**config.mk**
```make
export PLATFORM = sky130hd
export DESIGN_NAME = reg_file_fwd
export DESIGN_NICKNAME = d
export VERILOG_FILES = /design/src/rtl/reg_file_fwd_pkg.sv /design/src/rtl/reg_bypass_sel.sv /design/src/rtl/reg_file_fwd.sv
export SDC_FILE = /design/constraint.sdc
export NUM_CORES = 2
export LEC_CHECK = 0
export BUFFER_PORTS_ARGS = -buffer_cell sky130_fd_sc_hd__buf_2
export CAP_MARGIN = 40
export CELL_PAD_IN_SITES_DETAIL_PLACEMENT = 0
export CELL_PAD_IN_SITES_GLOBAL_PLACEMENT = 2
export CORE_MARGIN = 5
export CORE_UTILIZATION = 42
export CTS_CLUSTER_DIAMETER = 30
export DETAILED_ROUTE_END_ITERATION = 10
export HOLD_SLACK_MARGIN = 0.06
export PLACE_DENSITY_LB_ADDON = 0.1
export SKIP_LAST_GASP = 1
export SYNTH_ARGS = -nofsm -noshare
export SYNTH_HDL_FRONTEND = slang
export SYNTH_SLANG_ARGS = --single-unit
```
**constraint.sdc**
```tcl
create_clock -name clk -period 3.29 [get_ports clk]
set_input_delay 0.658 -clock clk [delete_from_list [all_inputs] [get_ports clk]]
set_output_delay 0.658 -clock clk [all_outputs]
set_load 0.1 [all_outputs]
```
**src/rtl/reg_file_fwd_pkg.sv**
```systemverilog
// Shared widths, register-address constants and the stage write-port payload for reg_file_fwd.
package reg_file_fwd_pkg;

    localparam int unsigned DATA_WIDTH = 32;
    localparam int unsigned ADDR_WIDTH = 5;
    localparam int unsigned REG_COUNT  = 32;

    typedef logic [DATA_WIDTH-1:0] data_t;
    typedef logic [ADDR_WIDTH-1:0] addr_t;

    localparam addr_t REG_ZERO = addr_t'(0);
    localparam addr_t REG_RA   = addr_t'(31);

    // One pipeline stage's pending register write.
    typedef struct packed {
        logic  en;
        addr_t addr;
        data_t data;
    } wr_port_t;

    function automatic logic wr_hits(input wr_port_t p, input addr_t a);
        return p.en && (p.addr == a);
    endfunction

endpackage

```
**src/rtl/reg_bypass_sel.sv**
```systemverilog
// Per-read-port forwarding mux: EX > MEM > WB > array; $0 and disabled reads return zero.
module reg_bypass_sel
    import reg_file_fwd_pkg::*;
(
    input  logic     i_en,
    input  addr_t    i_addr,
    input  wr_port_t i_ex,
    input  logic     i_ex_load,
    input  wr_port_t i_mem,
    input  wr_port_t i_wb,
    input  data_t    i_arr_data,
    output data_t    o_data,
    output logic     o_ex_load_hit
);

    always_comb begin
        o_data        = '0;
        o_ex_load_hit = 1'b0;
        if (i_en && (i_addr != REG_ZERO)) begin
            if (wr_hits(i_ex, i_addr)) begin
                o_data = i_ex.data;
            end else if (wr_hits(i_mem, i_addr)) begin
                o_data = i_mem.data;
            end else if (wr_hits(i_wb, i_addr)) begin
                o_data = i_wb.data;
            end else begin
                o_data = i_arr_data;
            end
            // A load in EX has no data yet; the consumer must wait one cycle.
            o_ex_load_hit = i_ex_load && wr_hits(i_ex, i_addr);
        end
    end

endmodule

```
**src/rtl/reg_file_fwd.sv**
```systemverilog
// ID-stage register file: 2 combinational forwarded read ports, 1 WB write port, load-use stall.
// Optional REGFILE_DEBUG_EN adds a raw debug read port and an accepted-write counter.
module reg_file_fwd
    import reg_file_fwd_pkg::*;
(
    input  logic                  clk,
    input  logic                  rst,
    input  logic                  read_en_1,
    input  logic [ADDR_WIDTH-1:0] read_addr_1,
    input  logic                  read_en_2,
    input  logic [ADDR_WIDTH-1:0] read_addr_2,
    input  logic                  ex_write_en,
    input  logic [ADDR_WIDTH-1:0] ex_write_addr,
    input  logic [DATA_WIDTH-1:0] ex_write_data,
    input  logic                  ex_load_flag,
    input  logic                  mem_write_en,
    input  logic [ADDR_WIDTH-1:0] mem_write_addr,
    input  logic [DATA_WIDTH-1:0] mem_write_data,
    input  logic                  write_en,
    input  logic [ADDR_WIDTH-1:0] write_addr,
    input  logic [DATA_WIDTH-1:0] write_data,
    output logic [DATA_WIDTH-1:0] read_data_1,
    output logic [DATA_WIDTH-1:0] read_data_2,
    output logic                  stall_request
`ifdef REGFILE_DEBUG_EN
    ,
    input  logic [ADDR_WIDTH-1:0] debug_addr,
    output logic [DATA_WIDTH-1:0] debug_data,
    output logic [31:0]           debug_write_count
`endif
);

    logic [DATA_WIDTH-1:0] r_regs [REG_COUNT];

    wr_port_t w_ex;
    wr_port_t w_mem;
    wr_port_t w_wb;
    data_t    w_sel_1;
    data_t    w_sel_2;
    logic     w_hit_1;
    logic     w_hit_2;
    logic     w_wb_accept;

    assign w_ex        = '{en: ex_write_en,  addr: ex_write_addr,  data: ex_write_data};
    assign w_mem       = '{en: mem_write_en, addr: mem_write_addr, data: mem_write_data};
    assign w_wb        = '{en: write_en,     addr: write_addr,     data: write_data};
    assign w_wb_accept = write_en && (write_addr != REG_ZERO);

    // Entry 0 is cleared by reset and never written, so it always reads zero.
    always_ff @(posedge clk) begin
        if (rst) begin
            for (int i = 0; i < int'(REG_COUNT); i++) begin
                r_regs[i] <= '0;
            end
        end else if (w_wb_accept) begin
            r_regs[write_addr] <= write_data;
        end
    end

    reg_bypass_sel u_sel_1 (
        .i_en          (read_en_1),
        .i_addr        (read_addr_1),
        .i_ex          (w_ex),
        .i_ex_load     (ex_load_flag),
        .i_mem         (w_mem),
        .i_wb          (w_wb),
        .i_arr_data    (r_regs[read_addr_1]),
        .o_data        (w_sel_1),
        .o_ex_load_hit (w_hit_1)
    );

    reg_bypass_sel u_sel_2 (
        .i_en          (read_en_2),
        .i_addr        (read_addr_2),
        .i_ex          (w_ex),
        .i_ex_load     (ex_load_flag),
        .i_mem         (w_mem),
        .i_wb          (w_wb),
        .i_arr_data    (r_regs[read_addr_2]),
        .o_data        (w_sel_2),
        .o_ex_load_hit (w_hit_2)
    );

    assign read_data_1   = rst ? '0 : w_sel_1;
    assign read_data_2   = rst ? '0 : w_sel_2;
    assign stall_request = !rst && (w_hit_1 || w_hit_2);

`ifdef REGFILE_DEBUG_EN
    logic [31:0] r_write_count;

    // Counts writes that actually land in the array; wraps naturally.
    always_ff @(posedge clk) begin
        if (rst) begin
            r_write_count <= '0;
        end else if (w_wb_accept) begin
            r_write_count <= r_write_count + 32'(1);
        end
    end

    assign debug_data        = rst ? '0 : r_regs[debug_addr];
    assign debug_write_count = r_write_count;
`endif

endmodule
```
==> results.sh <==
export IMPL_yosys_top_cells_area="edfxtp_1 54%, mux4_2 22%, and2_1 9.9%, clkbuf_1 2.2%, mux2i_1 1.7%"
export IMPL_cp_arrival_ns=3.36
export IMPL_wire_per_inst_um=39.1
export IMPL_combPwrFrac_pct=14.3
export IMPL_drv_slew=0
export IMPL_regArea_um2=30700
export IMPL_p_switching_w=0.0121
export IMPL_ys_types=51
export IMPL_synth_xor_area_share_pct=0.463
export IMPL_crit_buf_inv=5
export IMPL_fmax_mhz=249
export IMPL_areaGrowthSynthToFinish_pct=37.7
export IMPL_p_sw_share_pct=26.5
export IMPL_leakagePower_nw=27.6
export IMPL_drive_gt1_share_pct=46.5
export IMPL_hold_ws_ns=0.269
export IMPL_cp_cell_sequence="buf_16, buf_16, buf_16, buf_4, mux4_2, mux4_2, mux2i_4, a2111oi_2, a221o_4, buf_12"
export IMPL_ys_top_cells_by_count="1,024 x edfxtp_1, 902 x and2_1, 546 x mux4_2, 335 x clkbuf_1, 168 x nor3_1"
export IMPL_cp_start_kind="input pin"
export IMPL_hp_class="input pin to flip-flop"
export IMPL_dr_pass1_iters=6
export IMPL_yosys_warnings=0
export IMPL_yosysTopAreaCellShare_pct=54.2
export IMPL_reg_top3="r_regs x1024"
export IMPL_crit_path_max_incr_delay_ns=0.52
export IMPL_yosys_area_share_simple_pct=13.3
export IMPL_start_util_pct=42.4
export IMPL_first_global_vias=43206
export IMPL_power_frac_clock_pct=51.7
export IMPL_synthMostInstantiatedCell="edfxtp_1"
export IMPL_ys_flop_type="edfxtp_1"
export IMPL_drt_initial_drc_count=6591
export IMPL_synthAdderAreaFrac_pct=0
export IMPL_core_area_um2=134000
export IMPL_netlist_area_um2=56800
export IMPL_min_period_over_period_pct=122
export IMPL_placed_area_um2=66000
export IMPL_largest_reg_flops=1024
export IMPL_p_int_w=0.0336
export IMPL_portBuffers=193
export IMPL_drv_cap=0
export IMPL_rows=134
export IMPL_multi_input_area_um2=27100
export IMPL_routed_via_count=42808
export IMPL_die_y_um=378
export IMPL_worstMarginPinSlew_ns=0.929
export IMPL_routed_wl_um=253000
export IMPL_final_nets=4637
export IMPL_grt_setup_unrepaired="true"
export IMPL_gr_total_overflow=0
export IMPL_worst_slack_ns=-0.725
export IMPL_violations="negative setup slack"
export IMPL_antenna_found_initial=20
export IMPL_drc=0
export IMPL_worst_setup_path_type="input pin to primary output"
export IMPL_numCtsBuffers=229
export IMPL_grt_usage_pct=35.2
export IMPL_relSlewSlack_pct=37.9
export IMPL_grt_pass1_wl_um=346000
export IMPL_cp_end_kind="primary output"
export IMPL_ys_seq_area_share_pct=54.2
export IMPL_path_max_fanout=8
export IMPL_grt_max_degree=46
export IMPL_synth_cells=3799
export IMPL_sequentialPowerShare_pct=34.0
export IMPL_cts_sinks=1024
export IMPL_ant_nets=0
export IMPL_cts_clk_slew_worst_paths_ns=0.04
export IMPL_place_inst=5918
export IMPL_dp_slack_ns=-1.21
export IMPL_io_pin_count=194
export IMPL_synth_edff_count=1024
export IMPL_peakVddDrop_v=0.000544
export IMPL_synth_mux_area_share_pct=23.4
export IMPL_synth_top_family_by_area="multiplexers"
export IMPL_cts_buffer_depth=3
export IMPL_critPathSlowestCell="mux4_2"
export IMPL_cp_top_family="multiplexers"
export IMPL_h_tree_depth=4
export IMPL_cp_required_ns=2.63
export IMPL_ys_seq_elements=1024
export IMPL_synth_compound_area_share_pct=5.09
export IMPL_synth_top_cell_by_area="edfxtp_1"
export IMPL_hpwl_um=164000
export IMPL_stdcell_count=6487
export IMPL_dieArea_um2=143000
export IMPL_finalSetupViolations=65
export IMPL_largest_register="r_regs"
export IMPL_layout_min_cycle_time_ns=4.01
export IMPL_stdcell_area_um2=78100
export IMPL_cts_tree="built"
export IMPL_die_x_um=378
export IMPL_power_density_nw_per_um2=585
export IMPL_status="finished, violations left"
export IMPL_synth_async_reset_ratio_pct=0
export IMPL_drt_vias_per_instance=6.60
export IMPL_crit_top_cell="buf_16"
export IMPL_fillers=10130
export IMPL_avgSynthCellArea_um2=14.9
export IMPL_root_buffer="clkbuf_16"
export IMPL_hold_viol=0
export IMPL_globalplace_congestion=0.916
==> final timing paths <==
| kind | from | endpoint | slack, ns | depth (start not counted) |
|---|---|---|---|---|
| max | read_addr_2[1] | read_data_2[3] | -0.72 | 10 |
| min | write_data[13] | r_regs[6][13]$_SDFFCE_PN0P_ | 0.27 | 2 |
==> through the flow <==
stage | TNS [ns] | util (%) | power, W
finish | -27.72 | 58.4 | 0.0457
global route | -30.41 | 58.4 | 0.0467
CTS | -29.78 | 57.6 | 0.0454
detailed placement | -43.68 | 49.3 | 0.0214
global placement | -43.62 | 49.3 | 0.0213
floorplan | -11.69 | - | 0.0188
==> routing by layer <==
metal	global-route usage [%]	wire, um	part of all wire [%]
met3	9.49	29300	12
met2	55.3	116000	46
met5	0	27	0.011
met1	44.7	91500	36
met4	19.0	16100	6.3
==> final cells by class <==
type	instances	area share, %
Antenna cell	6	0.0192
Clock buffer	248	7.45
Clock inverter	188	2.91
Inverter	13	0.0625
Multi-Input combinational cell	2344	34.7
Sequential cell	1024	39.4
Tap cell	1768	2.83
Timing Repair Buffer	896	12.7
==> cell families (layout without fill, tap and decap cells) <==
logic type / count (synthesis) / count (layout)
AND/OR/NAND/NOR: 1276 / 1277
flip-flops: 1024 / 1024
multiplexers: 644 / 644
buffers and inverters: 463 / 1345
AO/OA/AOI/OAI: 361 / 361
XOR/XNOR: 30 / 30
other: 1 / 38
==> power groups by stage <==
stage          combinational, W  sequential (W)  clock [W]
2_1_floorplan           0.00321          0.0155          0
3_3_place_gp            0.00565          0.0157          0
3_5_place_dp            0.00569          0.0157          0
4_1_cts                 0.00625          0.0155     0.0237
5_1_grt                 0.00666          0.0156     0.0244
6_report                0.00654          0.0155     0.0236
==> cell usage in the layout (no fill, tap or decap), types with 12 or more instances in the layout <==
master      instances
a221o_2            14
edfxtp_1         1024
or2_2              31
a2111oi_4          64
mux2i_2            12
a221o_4            18
nor2_4             35
a2111o_1           16
a211oi_4           12
mux2i_1            73
clkinv_4           23
a221o_1            17
a22oi_1            20
clkinvlp_4         37
clkinv_1           23
clkinv_2           31
inv_1              13
clkbuf_1           18
buf_2             119
buf_16             25
xnor2_1            20
clkbuf_16         231
mux4_2            546
bufinv_16          34
inv_6              27
o21ai_2            13
nor2_1             53
buf_6              49
buf_8              24
a2111oi_2          16
and2_1            901
a22oi_2            46
buf_4             475
conb_1             32
o21ai_4            12
or3_1              22
a22o_1             29
nor3_1            167
buf_12            200
==> timing repair <==
item,CTS,global route
hold buffers,0,0
buffers inserted,95,60
gates resized for setup,353,165
gates cloned,16,1
pin swaps,84,95
setup endpoints to repair,65,65
(Power assumes the default switching activity.)
